[config.mk]
export PLATFORM = sky130hd
export DESIGN_NAME = johnson_gray_counter
export DESIGN_NICKNAME = d
export VERILOG_FILES = /design/src/rtl/johnson_gray_counter.sv
export SDC_FILE = /design/constraint.sdc
export NUM_CORES = 1
export LEC_CHECK = 0
export CAP_MARGIN = 20
export CORE_MARGIN = 1.5
export CORE_UTILIZATION = 33
export DETAILED_ROUTE_END_ITERATION = 8
export PLACE_DENSITY = 0.55
export SLEW_MARGIN = 30
export SYNTH_ARGS = -nofsm -noshare
export SYNTH_HDL_FRONTEND = slang
export SYNTH_SLANG_ARGS = --single-unit
[constraint.sdc]
create_clock -name clk -period 5.7 [get_ports clk]
set_input_delay 0.57 -clock clk [delete_from_list [all_inputs] [get_ports clk]]
set_output_delay 0.57 -clock clk [all_outputs]
set_load 0.05 [all_outputs]
[src/rtl/johnson_gray_counter.sv]
// johnson_gray_counter: N-stage Johnson ring with up/down stepping, clear, load and illegal-word
// recovery, publishing the ring word, its binary index and that index's Gray code.
module johnson_gray_counter #(
   parameter int N = 4,
   localparam int G = $clog2(2*N)
) (
   input  logic         clk,
   input  logic         rst_n,
   input  logic         clr,
   input  logic         load,
   input  logic [N-1:0] load_val,
   input  logic         en,
   input  logic         dir,
   output logic [N-1:0] johnson,
   output logic [G-1:0] idx,
   output logic [G-1:0] gray,
   output logic         wrap,
   output logic         err
);
   localparam logic [G-1:0] LAST = G'(2*N-1);

   // Legal words are a run of ones anchored at the LSB or (inverted view) at the MSB.
   function automatic logic legal(input logic [N-1:0] w);
      return ((w & (w + N'(1))) == '0) || ((~w & (~w + N'(1))) == '0);
   endfunction

   function automatic logic [G-1:0] to_idx(input logic [N-1:0] w);
      logic [G:0] c = '0;
      for (int i = 0; i < N; i++) c += (G+1)'(w[i]);
      return (w[0] || w == '0) ? c[G-1:0] : G'((G+1)'(2*N) - c);
   endfunction

   logic [N-1:0] johnson_q, johnson_d, step;
   logic [G-1:0] idx_q, idx_d, gray_q, gray_d;
   logic         wrap_q, wrap_d, err_q, err_d, load_ok;

   always_comb begin
      load_ok   = legal(load_val);
      step      = dir ? {johnson_q[N-2:0], ~johnson_q[N-1]} : {~johnson_q[0], johnson_q[N-1:1]};
      johnson_d = clr ? '0 : load ? (load_ok ? load_val : '0) : en ? step : johnson_q;
      err_d     = !clr && (err_q || (load && !load_ok));
      wrap_d    = !clr && !load && en && (dir ? idx_q == LAST : idx_q == '0);
      idx_d     = to_idx(johnson_d);
      gray_d    = idx_d ^ (idx_d >> 1);
   end

   always_ff @(posedge clk or negedge rst_n) begin
      if (!rst_n) begin
         johnson_q <= '0;
         idx_q     <= '0;
         gray_q    <= '0;
         wrap_q    <= 1'b0;
         err_q     <= 1'b0;
      end else begin
         johnson_q <= johnson_d;
         idx_q     <= idx_d;
         gray_q    <= gray_d;
         wrap_q    <= wrap_d;
         err_q     <= err_d;
      end
   end

   assign johnson = johnson_q;
   assign idx     = idx_q;
   assign gray    = gray_q;
   assign wrap    = wrap_q;
   assign err     = err_q;
endmodule

; ---- Yosys cells after proc, flatten, opt, wreduce, memory -nomap -nowiden
; Index checks and enable logic that the tools add are counted.
[totals]
mem_bits_rw = 0
regBits = 12
latchBits = 0
input_bits = 10
mem_count = 0
rom_bits = 0
[classes]
n_reduce_logical = 15
n_mul = 0
bitwise_logic = 6
div = 0
n_eq_ne = 1
n_addsub = 6
n_lt_le_gt_ge = 0
muxes = 7
shift = 0
[ops]
columns = op, count
row1 = 2-to-1 mux 4 bit, 5
row2 = logical NOT 4 bit, 3
row3 = adder 4 x 1 -> 4 bit (second input constant), 2
row4 = bitwise AND 4 bit, 2
row5 = logical AND 1 bit, 5
row6 = NOT 4 bit, 1
row7 = adder 2 x 1 -> 3 bit, 1
row8 = adder 3 x 1 -> 3 bit, 1
row9 = equality test 3 bit (second input constant), 1
row10 = logical NOT 1 bit, 3
row11 = logical NOT 3 bit, 1
row12 = logical OR 1 bit, 3
row13 = 2-to-1 mux 3 bit, 1
row14 = subtractor 1 x 3 -> 3 bit (first input constant), 1
row15 = bitwise XOR 3 x 2 -> 3 bit, 1
row16 = adder 1 x 1 -> 2 bit, 1
row17 = NOT 1 bit, 2
row18 = 2-to-1 mux 1 bit, 1

; ---- Depth between registers and ports, before layout
[depth]
word_depth = 14
ltp_mapped = 15

; ---- Worst setup path after synthesis
; Ideal clock, no wire load.
[synth_path]
kind = flip-flop to flip-flop
startpoint = reg johnson_q[0], in the netlist johnson[0]
endpoint = reg gray_q[1], in the netlist gray[1]
setup_time_ps = 124
stages_incl_launch_ff = 14
path_buffers = 0
synth_period_minus_slack_ps = 3492
arrival_time_ps = 3368
t_required_ps = 5576
path_slack_ps = 2208
path_cell_list = dfrtp_1 -> mux2i_1 -> a211oi_1 -> a31oi_1 -> or2_2 -> ha_1 -> ha_1 -> ha_1 -> ha_1 -> inv_1 -> ha_1 -> xor2_1 -> nor2_1 -> a211o_1
[synth_between]
elab_chain_cells = 10
elab_cells_between_ends = 13
classes_between = add/sub (4) / mux (5) / bitwise (2) / reduce/logical (2)
[synth_rtl]
columns = item, line_no
row1 = from (decl), 33  ; logic [N-1:0] johnson_q, johnson_d, step;
row2 = from (signal assigned), 55  ; johnson_q <= johnson_d;
row3 = 2-to-1 mux 4 bit, 39  ; step = dir ? {johnson_q[N-2:0], ~johnson_q[N-1]} : {~johnson_q[0], johnson_q[N-1:1]};
row4 = 2-to-1 mux 4 bit * (3 in series), 40  ; johnson_d = clr ? '0 : load ? (load_ok ? load_val : '0) : en ? step : johnson_q;
row5 = adder 1 x 1 -> 2 bit, 29  ; for (int i = 0; i < N; i++) c += (G+1)'(w[i]);
row6 = adder 2 x 1 -> 3 bit, 29
row7 = adder 3 x 1 -> 3 bit, 29
row8 = subtractor 1 x 3 -> 3 bit, 30  ; return (w[0] || w == '0) ? c[G-1:0] : G'((G+1)'(2*N) - c);
row9 = 2-to-1 mux 3 bit *, 30
row10 = bitwise XOR 3 x 2 -> 3 bit *, 44  ; gray_d = idx_d ^ (idx_d >> 1);
row11 = net gray_d[1], 34  ; logic [G-1:0] idx_q, idx_d, gray_q, gray_d;
row12 = to (signal assigned), 57  ; gray_q <= gray_d;
row13 = to (decl), 34
; The timed path passes the listed nets; every way through them passes the cells marked *.

; ---- Final worst setup path
[layout_path]
startpoint = in dir
endpoint = reg gray_q[1], in the netlist gray[1]
[layout_between]
elab_chain_cells = 10
elab_cells_between_ends = 12
classes_between = add/sub (4) / mux (5) / bitwise (1) / reduce/logical (2)
[layout_rtl]
columns = item, line_no
row1 = from (decl), 13  ; input logic dir,
row2 = 2-to-1 mux 4 bit *, 39
row3 = 2-to-1 mux 4 bit * (3 in series), 40
row4 = adder 1 x 1 -> 2 bit, 29
row5 = adder 2 x 1 -> 3 bit, 29
row6 = adder 3 x 1 -> 3 bit, 29
row7 = subtractor 1 x 3 -> 3 bit, 30
row8 = 2-to-1 mux 3 bit *, 30
row9 = bitwise XOR 3 x 2 -> 3 bit *, 44
row10 = net gray_d[1], 34
; Marked as above.

==> impl_metrics.json <==
{
  "synth_cells": 94,
  "chipHeight_um": 53.3,
  "synth.distinct_cells": 40,
  "drt-total-wl_mm": 1.76,
  "port_buffers": 21,
  "synth_nets": 109,
  "postRouteAntennaNets": 0,
  "combPwrFrac_pct": 50.8,
  "reg2reg_setup_slack_ns": 2.31,
  "hold_viol": 0,
  "drive_above_1_share_pct": 7.89,
  "maxCapViolCount": 0,
  "layout_common_cells": "21 x clkdlybuf4s50_1, 16 x nor2_1, 11 x dfrtp_1, 6 x nand2_1",
  "post_drt_via_cell_ratio": 4.96,
  "place_area_um2": 1050,
  "yosysSeqAreaShare_pct": 33.0,
  "worst_clock_skew_ns": 0.000568,
  "crit_top_cell": "ha_1",
  "power.density_nw_per_um2": 282,
  "tightest_slew_ns": 0.624,
  "status": "finished clean",
  "cts_num_sinks": 11,
  "slowest_stage": "clkdlybuf4s50_1",
  "synth_area_per_cell_um2": 8.86,
  "htreeDepth": 1,
  "dp_hpwl_mm": 1.43,
  "synth_edf_count": 0,
  "antenna_found_initial": 0,
  "ioPinCount": 22,
  "path_max_fanout": 8,
  "place.gp.congestion": 0.717,
  "finalSetupViolations": 0,
  "cts_resized": 0,
  "fin_crit_ns": 3.95,
  "root_buffer": "clkbuf_4",
  "synthToLayoutAreaGrowth_pct": 29.3,
  "finalMaxSlewViolations": 0,
  "critPathCaptureType": "register",
  "syn_area_um2": 833,
  "intPower_mw": 0.173,
  "antenna_cells": 0,
  "ir_drop_v": 0.000177,
  "hold_start": "err",
  "crit_path_start": "dir",
  "vias": 714,
  "worstSetupStartpointType": "input pin",
  "slowest_delay_ns": 0.64,
  "dieArea_um2": 2840,
  "grt_pass1_wl_mm": 2.91,
  "power_frac_clock_pct": 17.2,
  "slew_headroom_pct": 58.1,
  "async_reset_ff_share_pct": 100,
  "final_nets": 130,
  "post_drt_wl_per_cell_um": 12.2,
  "worstHoldPathType": "reg -> reg",
  "period_share_pct": 69.2,
  "tns_ns": 0,
  "ys_warn_count": 0,
  "dr.first_iter.drc_count": 10,
  "grt_pass1_vias": 653,
  "drc": 0,
  "clk_pin_slew_worst_paths_ns": 0.07,
  "timing.rr.end": "gray[1]",
  "overflow": 0,
  "rsz0062_at_grt": "false",
  "worstSetupPathType": "in -> reg",
  "ys_seq_elements": 11,
  "power.switching_mw": 0.130,
  "swShare_pct": 42.9,
  "cp.arrival_ns": 4.10,
  "synthFlopType": "dfrtp_1",
  "die_x_um": 53.3,
  "worstSkewPairLatency_ns": 0.27,
  "crit_chain": "clkdlybuf4s50_1 > or2b_1 > a311oi_1 > o21bai_1 > ha_1 > ha_1 > ha_1 > ha_1 > inv_1 > ha_1 > xor2_1 > nor2_1 > a211o_1",
  "drtPass1Iterations": 4,
  "leakagePower_nw": 0.497,
  "final_common_cell": "clkdlybuf4s50_1",
  "initial_core_util_pct": 34.3,
  "grt_use_total_pct": 14.6,
  "rr_worst_depth": 13,
  "cts_buffer_depth": 2,
  "max_clock_freq_mhz": 253,
  "core_area_um2": 2430,
  "worstSetupEndpoint": "gray[1]",
  "cts_setup_buffers": 0,
  "std_cell_rows": 18,
  "power_frac_seq_pct": 32.0,
  "cts_tree": "yes",
  "p_total_mw": 0.304,
  "final_area_um2": 1080,
  "cts_buffers": 3,
  "ctsHoldBuffers": 0,
  "r2r_start": "johnson[0]",
  "grt_max_degree": 12,
  "crit_required_ns": 5.86
}
[critical path: cells and delay by family]
family          cells  cell delay [ns]
fa+ha+maj           5             1.41
simple gates        2             0.32
buf+inv             2             0.72
xor+xnor            1             0.21
compound gates      3             0.88
[cells by family (layout without fill, tap and decap cells)]
logic type                 Yosys count  in the layout  share of synthesized area [%]
DFF                                 11             11                           33.0
AOI/OAI and AO/OA                   23             23                           23.1
and+or+nand+nor                     40             40                           24.6
xor gates and xnor gates             2              2                           2.10
muxes                                3              3                           3.60
adders and majority gates            5              5                           7.51
buffers and inverters               10             30                           6.01
[state kept, by name, indices dropped and copies added, names as in the netlist]
name / cells
gray: 3
wrap: 1
idx: 2
johnson: 4
err: 1
[layout make-up]
class / instances / area (um2)
Inverter: 5 / 18.8
Fill cell: 258 / 1360
Clock buffer: 3 / 22.5
Timing Repair Buffer: 21 / 210
Tap cell: 30 / 37.5
Clock inverter: 1 / 5.00
Sequential cell: 11 / 275
Multi-Input combinational cell: 73 / 508
[worst min-delay path by stage]
stage	cells after the start	slack (ns)	end
after floorplan	0	0.27	err
after global placement	2	0.48	err
after detailed placement	2	0.49	err
after CTS	2	0.51	err
after global routing	2	0.55	err
final	2	0.50	err
[Yosys cell counts, types with 2 or more instances]
cell,n,share of area (%)
dfrtp_1,11,33
nor2_1,16,7.2
o21bai_1,2,1.8
a21oi_1,3,1.8
a211oi_1,3,2.7
nand2_1,6,2.7
xor2_1,2,2.1
inv_1,5,2.3
nor3_1,2,1.2
clkbuf_1,2,0.90
o31ai_1,2,1.8
nor2b_1,4,3.0
mux2i_1,3,3.6
ha_1,5,7.5
nand2b_1,3,2.3
[routing by layer]
| layer | track usage [%] | routed length [um] | share of wire, % | vias to the layer above |
|---|---|---|---|---|
| met3 | 2.54 | 49 | 2.8 | 2 |
| li1 | - | - | - | 376 |
| met2 | 21.2 | 825 | 47 | 12 |
| met4 | 7.69 | 18 | 1.0 | 0 |
| met5 | 0 | 0 | 0 | - |
| met1 | 20.3 | 862 | 49 | 324 |
[through the flow]
step	instances	setup slack, ns	util (%)	hold WS, ns
6_report	144	1.75	44.3	0.501
5_1_grt	144	1.53	44.3	0.550
4_1_cts	144	1.73	44.3	0.507
3_5_place_dp	140	1.46	43.2	0.489
3_3_place_gp	140	1.53	43.2	0.481
2_1_floorplan	94	2.21	-	0.274
[power groups by stage]
stage	Clock (mW)	Sequential [mW]	Combinational, mW
2_1_floorplan	0	0.143	0.0641
5_1_grt	0.0612	0.0990	0.166
3_3_place_gp	0	0.0988	0.154
4_1_cts	0.0552	0.0974	0.156
3_5_place_dp	0	0.0990	0.155
6_report	0.0522	0.0973	0.154
Power figures use the tool's default switching activity.
